File: config.mk
export PLATFORM = sky130hd
export DESIGN_NAME = icache_ctrl
export DESIGN_NICKNAME = d
export VERILOG_FILES = /design/src/rtl/icache_ctrl.sv
export SDC_FILE = /design/constraint.sdc
export NUM_CORES = 1
export LEC_CHECK = 0
export CAP_MARGIN = 15
export CORE_MARGIN = 2
export CORE_UTILIZATION = 37
export DETAILED_ROUTE_END_ITERATION = 10
export PLACE_DENSITY = 0.82
export SLEW_MARGIN = 20
export SYNTH_ARGS = -nofsm -noshare
export SYNTH_HDL_FRONTEND = slang
export SYNTH_SLANG_ARGS = --single-unit
File: constraint.sdc
create_clock -name clk -period 3.32 [get_ports clk]
set_clock_uncertainty 0.15 [all_clocks]
set_input_delay 0.664 -clock clk [delete_from_list [all_inputs] [get_ports clk]]
set_output_delay 0.664 -clock clk [all_outputs]
set_load 0.01 [all_outputs]
File: src/rtl/icache_ctrl.sv
// Direct-mapped, read-only instruction cache controller: hit/miss decision,
// single-word refill handshake and full valid-bit sweep on flush.
module icache_ctrl #(
  parameter int unsigned INDEX_LENGTH = 5,
  parameter int unsigned ADDR_WIDTH   = 32,
  parameter int unsigned TAG_LENGTH   = ADDR_WIDTH - INDEX_LENGTH - 2
) (
  input  logic                    clk,
  input  logic                    rst,
  input  logic                    core_req,
  input  logic [ADDR_WIDTH-1:0]   core_addr,
  output logic                    core_wait,
  output logic [31:0]             core_rdata,
  input  logic                    flush,
  output logic                    flush_busy,
  output logic [INDEX_LENGTH-1:0] ram_index,
  output logic                    valid_w_en,
  output logic                    valid_in,
  input  logic                    valid_out,
  output logic                    tag_w_en,
  output logic [TAG_LENGTH-1:0]   tag_in,
  input  logic [TAG_LENGTH-1:0]   tag_out,
  output logic                    data_w_en,
  output logic [31:0]             data_in,
  input  logic [31:0]             data_out,
  output logic                    mem_req,
  output logic [ADDR_WIDTH-1:0]   mem_addr,
  input  logic                    mem_ack,
  input  logic [31:0]             mem_rdata
);

  localparam int unsigned WORD_W = ADDR_WIDTH - 2;

  typedef enum logic [1:0] {IDLE, MISS, RESP, FLUSH} state_t;

  state_t                  state_q, state_d;
  logic [INDEX_LENGTH-1:0] cnt_q, cnt_d;
  logic                    pend_q, pend_d;
  logic [WORD_W-1:0]       miss_word_q, miss_word_d;
  logic [31:0]             rbuf_q, rbuf_d;

  logic [INDEX_LENGTH-1:0] req_index;
  logic [TAG_LENGTH-1:0]   req_tag;
  logic [INDEX_LENGTH-1:0] miss_index;
  logic [TAG_LENGTH-1:0]   miss_tag;
  logic                    hit;
  logic                    unused_addr_bits;

  assign req_index        = core_addr[INDEX_LENGTH+1:2];
  assign req_tag          = TAG_LENGTH'(core_addr[ADDR_WIDTH-1:INDEX_LENGTH+2]);
  assign miss_index       = miss_word_q[INDEX_LENGTH-1:0];
  assign miss_tag         = TAG_LENGTH'(miss_word_q[WORD_W-1:INDEX_LENGTH]);
  assign hit              = valid_out & (tag_out == req_tag);
  assign unused_addr_bits = ^core_addr[1:0];

  always_ff @(posedge clk or posedge rst) begin
    if (rst) begin
      state_q     <= IDLE;
      cnt_q       <= '0;
      pend_q      <= 1'b0;
      miss_word_q <= '0;
      rbuf_q      <= '0;
    end else begin
      state_q     <= state_d;
      cnt_q       <= cnt_d;
      pend_q      <= pend_d;
      miss_word_q <= miss_word_d;
      rbuf_q      <= rbuf_d;
    end
  end

  always_comb begin
    state_d     = state_q;
    cnt_d       = cnt_q;
    pend_d      = pend_q;
    miss_word_d = miss_word_q;
    rbuf_d      = rbuf_q;
    core_wait   = 1'b0;
    core_rdata  = '0;
    flush_busy  = 1'b0;
    ram_index   = req_index;
    valid_w_en  = 1'b0;
    valid_in    = 1'b0;
    tag_w_en    = 1'b0;
    tag_in      = miss_tag;
    data_w_en   = 1'b0;
    data_in     = mem_rdata;
    mem_req     = 1'b0;
    mem_addr    = {miss_word_q, 2'b00};

    unique case (state_q)
      IDLE: begin
        // A pending or fresh flush takes priority over any fetch
        if (flush || pend_q) begin
          state_d   = FLUSH;
          cnt_d     = '0;
          pend_d    = 1'b0;
          core_wait = core_req;
        end else if (core_req) begin
          if (hit) begin
            core_rdata = data_out;
          end else begin
            miss_word_d = core_addr[ADDR_WIDTH-1:2];
            core_wait   = 1'b1;
            state_d     = MISS;
          end
        end
      end
      MISS: begin
        ram_index = miss_index;
        mem_req   = 1'b1;
        core_wait = 1'b1;
        if (flush) pend_d = 1'b1;
        if (mem_ack) begin
          valid_w_en = 1'b1;
          valid_in   = 1'b1;
          tag_w_en   = 1'b1;
          data_w_en  = 1'b1;
          rbuf_d     = mem_rdata;
          state_d    = RESP;
        end
      end
      RESP: begin
        ram_index  = miss_index;
        core_rdata = rbuf_q;
        if (flush) pend_d = 1'b1;
        state_d    = IDLE;
      end
      FLUSH: begin
        // Further flush pulses are absorbed; the sweep never restarts
        ram_index  = cnt_q;
        valid_w_en = 1'b1;
        flush_busy = 1'b1;
        core_wait  = core_req;
        cnt_d      = cnt_q + INDEX_LENGTH'(1);
        if (&cnt_q) state_d = IDLE;
      end
      default: state_d = IDLE;
    endcase
  end

endmodule

* Word level (Yosys, flattened, before mapping)
Cells that the tools add are included.
** Operators by class
- Add/sub/neg operators :: 1
- Eq/ne operators :: 10
- Muxes and demuxes :: 25
- Bitwise operators :: 3
- Reduce and logical (&&, ||, !) cells :: 11
** Operator list (number)
- $mux 32 :: 3
- $pmux 32 s2 :: 1
- $eq 25x25->1 :: 1
- $pmux 5 s2 :: 2
- $mux 2 :: 5
- $mux 1 :: 9
- $pmux 2 s4 :: 1
- $reduce_and 4->1 :: 2
- $ne 2x2->1 const B :: 3
- $ne 3x3->1 const B :: 2
- $add 5x1->5 const B :: 1
- $mux 5 :: 1
- $reduce_and 5->1 :: 1
- $eq 2x2->1 const B :: 2
- $pmux 1 s2 :: 2
- $reduce_and 2->1 :: 2
- $reduce_bool 2->1 :: 2
- $pmux 1 s3 :: 1
- $reduce_and 3->1 :: 1
- $eq 2x1->1 const B :: 1
- $logic_not 2->1 :: 1
- $ne 2x1->1 const B :: 1
- $not 1->1 :: 2
- $reduce_or 2->1 :: 1
- 2 further kinds :: 2
** Word-level totals
- Register bits after elaboration :: 70

* Logic depth before layout (Yosys ltp)
Gate-level depths: netlist (run 1).
- Word-level depth :: 6
- Mapped depth :: 9
- Depth with buffers taken out :: 7

* Worst setup path before layout (run 1)
OpenSTA, ideal clock, no wires.
- Path type :: input to output
- Start point :: input core_addr[28]
- End point :: output core_rdata[0]
- Arrival time :: 2.209 ns
- Required time :: 2.506 ns
- Slack :: 0.297 ns
- Cell stages on the path :: 6
- Cell sequence :: xnor2_1 > nand4_1 > or4_4 > nor4_2 > buf_2 > a22o_1
** On the way
- Word-level cells in the longest chain between the ends :: 6
** Ends and longest elaborated chain
- from (decl) :: line 11 : input logic [ADDR_WIDTH-1:0] core_addr,
- $eq 25x25->1 :: line 53 : assign hit = valid_out & (tag_out == req_tag);
- $and 1x1->1 :: line 53
- $mux 32 :: line 100 : if (hit) begin
- $mux 32 :: line 99 : end else if (core_req) begin
- $mux 32 :: line 94 : if (flush || pend_q) begin
- $pmux 32 s2 :: line 91 : unique case (state_q)
- to (decl) :: line 13 : output logic [31:0] core_rdata,
No other way between the ends.

* Worst setup path after layout (run 1)
- Start point :: input core_addr[24]
- End point :: output core_rdata[15]
The elaborated chain is that of the path after synthesis.

==> summary.md, run 1 <==
| Metric | Value |
|---|---|
| Final-report hold violation count | 0 |
| RePlAce Congestion | 0.768 |
| Total length of routed wires | 12.3 mm |
| Type of the worst setup path | in -> out |
| Final cycle utilization of the critical path | 98.8% |
| Number of vias per cell | 4.93 |
| Cell type group with the largest total delay on the critical path | buffers and inverters |
| Cts bufs inserted | 9 |
| Number of antenna diodes | 0 |
| Total Neg Setup Slack | 0 ns |
| Fraction of layout instances using a drive strength above 1 | between 30% and 40% |
| Most frequent cells in the layout | clkdlybuf4s50_1 (171), dfrtp_1 (70), buf_2 (44), a22o_1 (33), mux2_2 (32) |
| Number of buffers and inverters on the critical path | 6 |
| Required arrival time at the worst endpoint | 2.51 ns |
| Wire length of the first global-routing pass | 18.4 mm |
| Syn Inst Count | 342 |
| Beginning of the worst register-to-register path | state_q[0] |
| Pin count of the biggest net entering global routing | 37 |
| Maximum vdd ir drop | roughly 0.00044 V |
| Reported max-cap violation count | 0 |
| Clock slew seen by the registers of the worst setup and hold paths | 0.07 ns |
| Iteration count of the initial detailed-routing pass | 6 |
| Number of pins exceeding their max-slew limit in the final report | 0 |
| Avg Synthesized Cell Area | 12.0 sq um |
| Hold wc startpoint | rbuf_q[2] |
| Leakage Power | 0.00295 uW |
| Number of synthesized flops with an enable pin | 0 |
| Detailed Route Iter0 Violations | 107 |
| Total setup violations reported at the end of the flow | 0 |
| Sum of net half-perimeters after detailed placement | 9.15 mm |
| Setup slack of the worst register-to-register path | roughly 1.1 ns |
| Effective utilization at floorplan | 37.9% |
| Critical Path Most Common Cell | buf_6 |
| P&R area growth vs syn | 62.2% |
| Chip Width | 109 um |
| Core area | 10,800 sq um |
| IO Count | 260 |
| Clock sinks | 70 |
| Power density over the cells | 762 nW/um^2 |
| Post-synthesis sequential element count | 70 |
| Startpoint kind of the worst setup timing path | input pin |
| Total Die Area | 12,000 sq um |
| CTS tree | yes |
| Count of cell types in the netlist | 36 |
| Htree depth | 3 |
| Cell area after layout | 6660 sq um |
| Number of placement rows | 38 |
| Clock network latency to the later pin of the worst-skew pair | 0.34 ns |
| Chain of cells forming the critical path | clkdlybuf4s15_2, xnor2_1, nand4_1, or4_4, nor4_4, buf_4, buf_16, buf_6, buf_6, a22o_1, buf_2 |
| Number of port buffers | 255 |
| Transition time of the tightest slew-check pin | 0.772 ns |
| Root Buffer | clkbuf_8 |
| Number of warnings issued by yosys | 0 |
| Fill cells | 852 |
| Worst setup path start | core_addr[24] |
| CP max-delay cell | or4_4 |
| Antenna Violating Nets Remaining | 0 |
| Share of the yosys chip area belonging to registers | 42.6% |
| Clock Path Buffers | 2 |
| Outcome | complete, no violations |
| Period minus WS final | ~3.3 ns |
| Total placed instance area | ~6500 sq um |
| Post-CTS Hold Fix Bufs | 0 |
| Die height | 109 um |
| Nature of the critical path endpoint | output pin |
| Worst Hold Class | reg -> reg |
| Post-Route Hold Slack | 0.362 ns |
| Delay of the slowest cell on the worst path | 0.46 ns |
| Maximum fanout count along the critical path | 4 |
| Fin nets | 695 |
| Maximum clock rate | between 0.3 and 0.4 GHz |
| Remaining design rule violation count | 0 |
| Most common cell after layout, fill and taps aside | clkdlybuf4s50_1 |
| Cell area after technology mapping | between 4000 and 5000 sq um |
| Data arrival time of the critical path | around 2.5 ns |
| Post-synth ARST share | 100% |
| Top_reg_cell synth | dfrtp_1 |
| Wire length per cell after detailed routing | approximately 17 um |
| Number of global-route vias before repair | between 3,000 and 4,000 |
| Global-route congestion overflow total | 0 |
| Global-route usage over all layers | 20.2% |
| Overall power after layout | a little over 5000 uW |
| Via count of the routed design | 3,483 |
| Worst slew margin | 48.5% |
| Initial antenna violation count | 0 |
| RSZ-0062 raised after global routing | true |
-- through the flow --
step | worst slack (ns) | util, % | instances
finish | 0.0390 | 61.5 | 707
floorplan | 0.297 | - | 343
detailed placement | -0.776 | 59.9 | 680
CTS | 0.0129 | 61.6 | 707
global placement | -0.741 | 59.9 | 680
global route | -0.134 | 61.5 | 707
-- cells in the mapped netlist (all sizes together), types with 5 or more instances --
library cell,count,share of area [%]
a22o,33,7.0
a22oi,5,0.91
buf,69,13
clkbuf,8,0.73
dfrtp,70,43
ha,6,1.8
inv,7,0.64
mux2,62,20
nand2,15,1.4
o21ai,7,0.85
xnor2,17,3.6
xor2,8,1.7
-- power breakdown --
part	internal, uW	leakage (uW)	switching (uW)
logic	1730	0.00201	1110
clock network	335	0.0000910	303
registers	1280	0.000849	327
-- area by class of cell --
type	count	area, sq um	area share (%)
Sequential cell	70	1750	26.3
Tap cell	140	175	2.63
Timing Repair Buffer	285	2670	40.0
Clock buffer	16	180	2.70
Inverter	7	26.3	0.394
Multi-Input combinational cell	189	1860	28.0
-- timing repair --
item	4_1_cts	5_1_grt
buffers inserted	8	1
setup endpoints to repair	33	31
resized for setup	273	20
cloned	3	0
pin swaps	37	9
-- logic make-up (layout without fill, tap and decap cells) --
logic type                 after synthesis  count (layout)  share of synthesized area [%]
xor gates and xnor gates                25              25                           5.33
DFF                                     70              70                           42.6
buffers and inverters                   84             308                           14.2
and+or+nand+nor                         33              33                           3.99
other                                    1               2                         0.0913
muxes                                   63              63                           20.0
AOI/OAI and AO/OA                       60              60                           11.9
adders and majority gates                6               6                           1.83
-- worst paths after layout --
check,endpoint,depth (start not counted)
max,core_rdata[15],11
min,rbuf_q[2],1
max reg2reg,state_q[1],6
min reg2reg,rbuf_q[2],1
max in group asynchronous,miss_word_q[15],3
min in group asynchronous,rbuf_q[23],2
-- per-layer routing --
layer	part of all wire, %	up-vias	track usage, %
met5	0	-	0
met4	0.93	0	5.42
met3	9.5	8	5.45
met2	53	178	37.0
met1	37	1693	23.0
li1	-	1604	-
-- registers in the layout, indices dropped and copies added (netlist names) --
name / flops
miss_word_q: 30
cnt_q: 5
state_q: 2
pend_q: 1
rbuf_q: 32
Note: power is estimated with default switching activity, not from simulation.
==> run 2: changes to the inputs <==
--- a/config.mk
+++ b/config.mk
@@ -5,7 +5,7 @@
 export SDC_FILE = /design/constraint.sdc
 export NUM_CORES = 1
 export LEC_CHECK = 0
-export CAP_MARGIN = 15
+export CAP_MARGIN = 5
 export CORE_MARGIN = 2
 export CORE_UTILIZATION = 37
 export DETAILED_ROUTE_END_ITERATION = 10
==> results of run 2 <==
Final layout, timing and power as in run 1 (identical DEF).
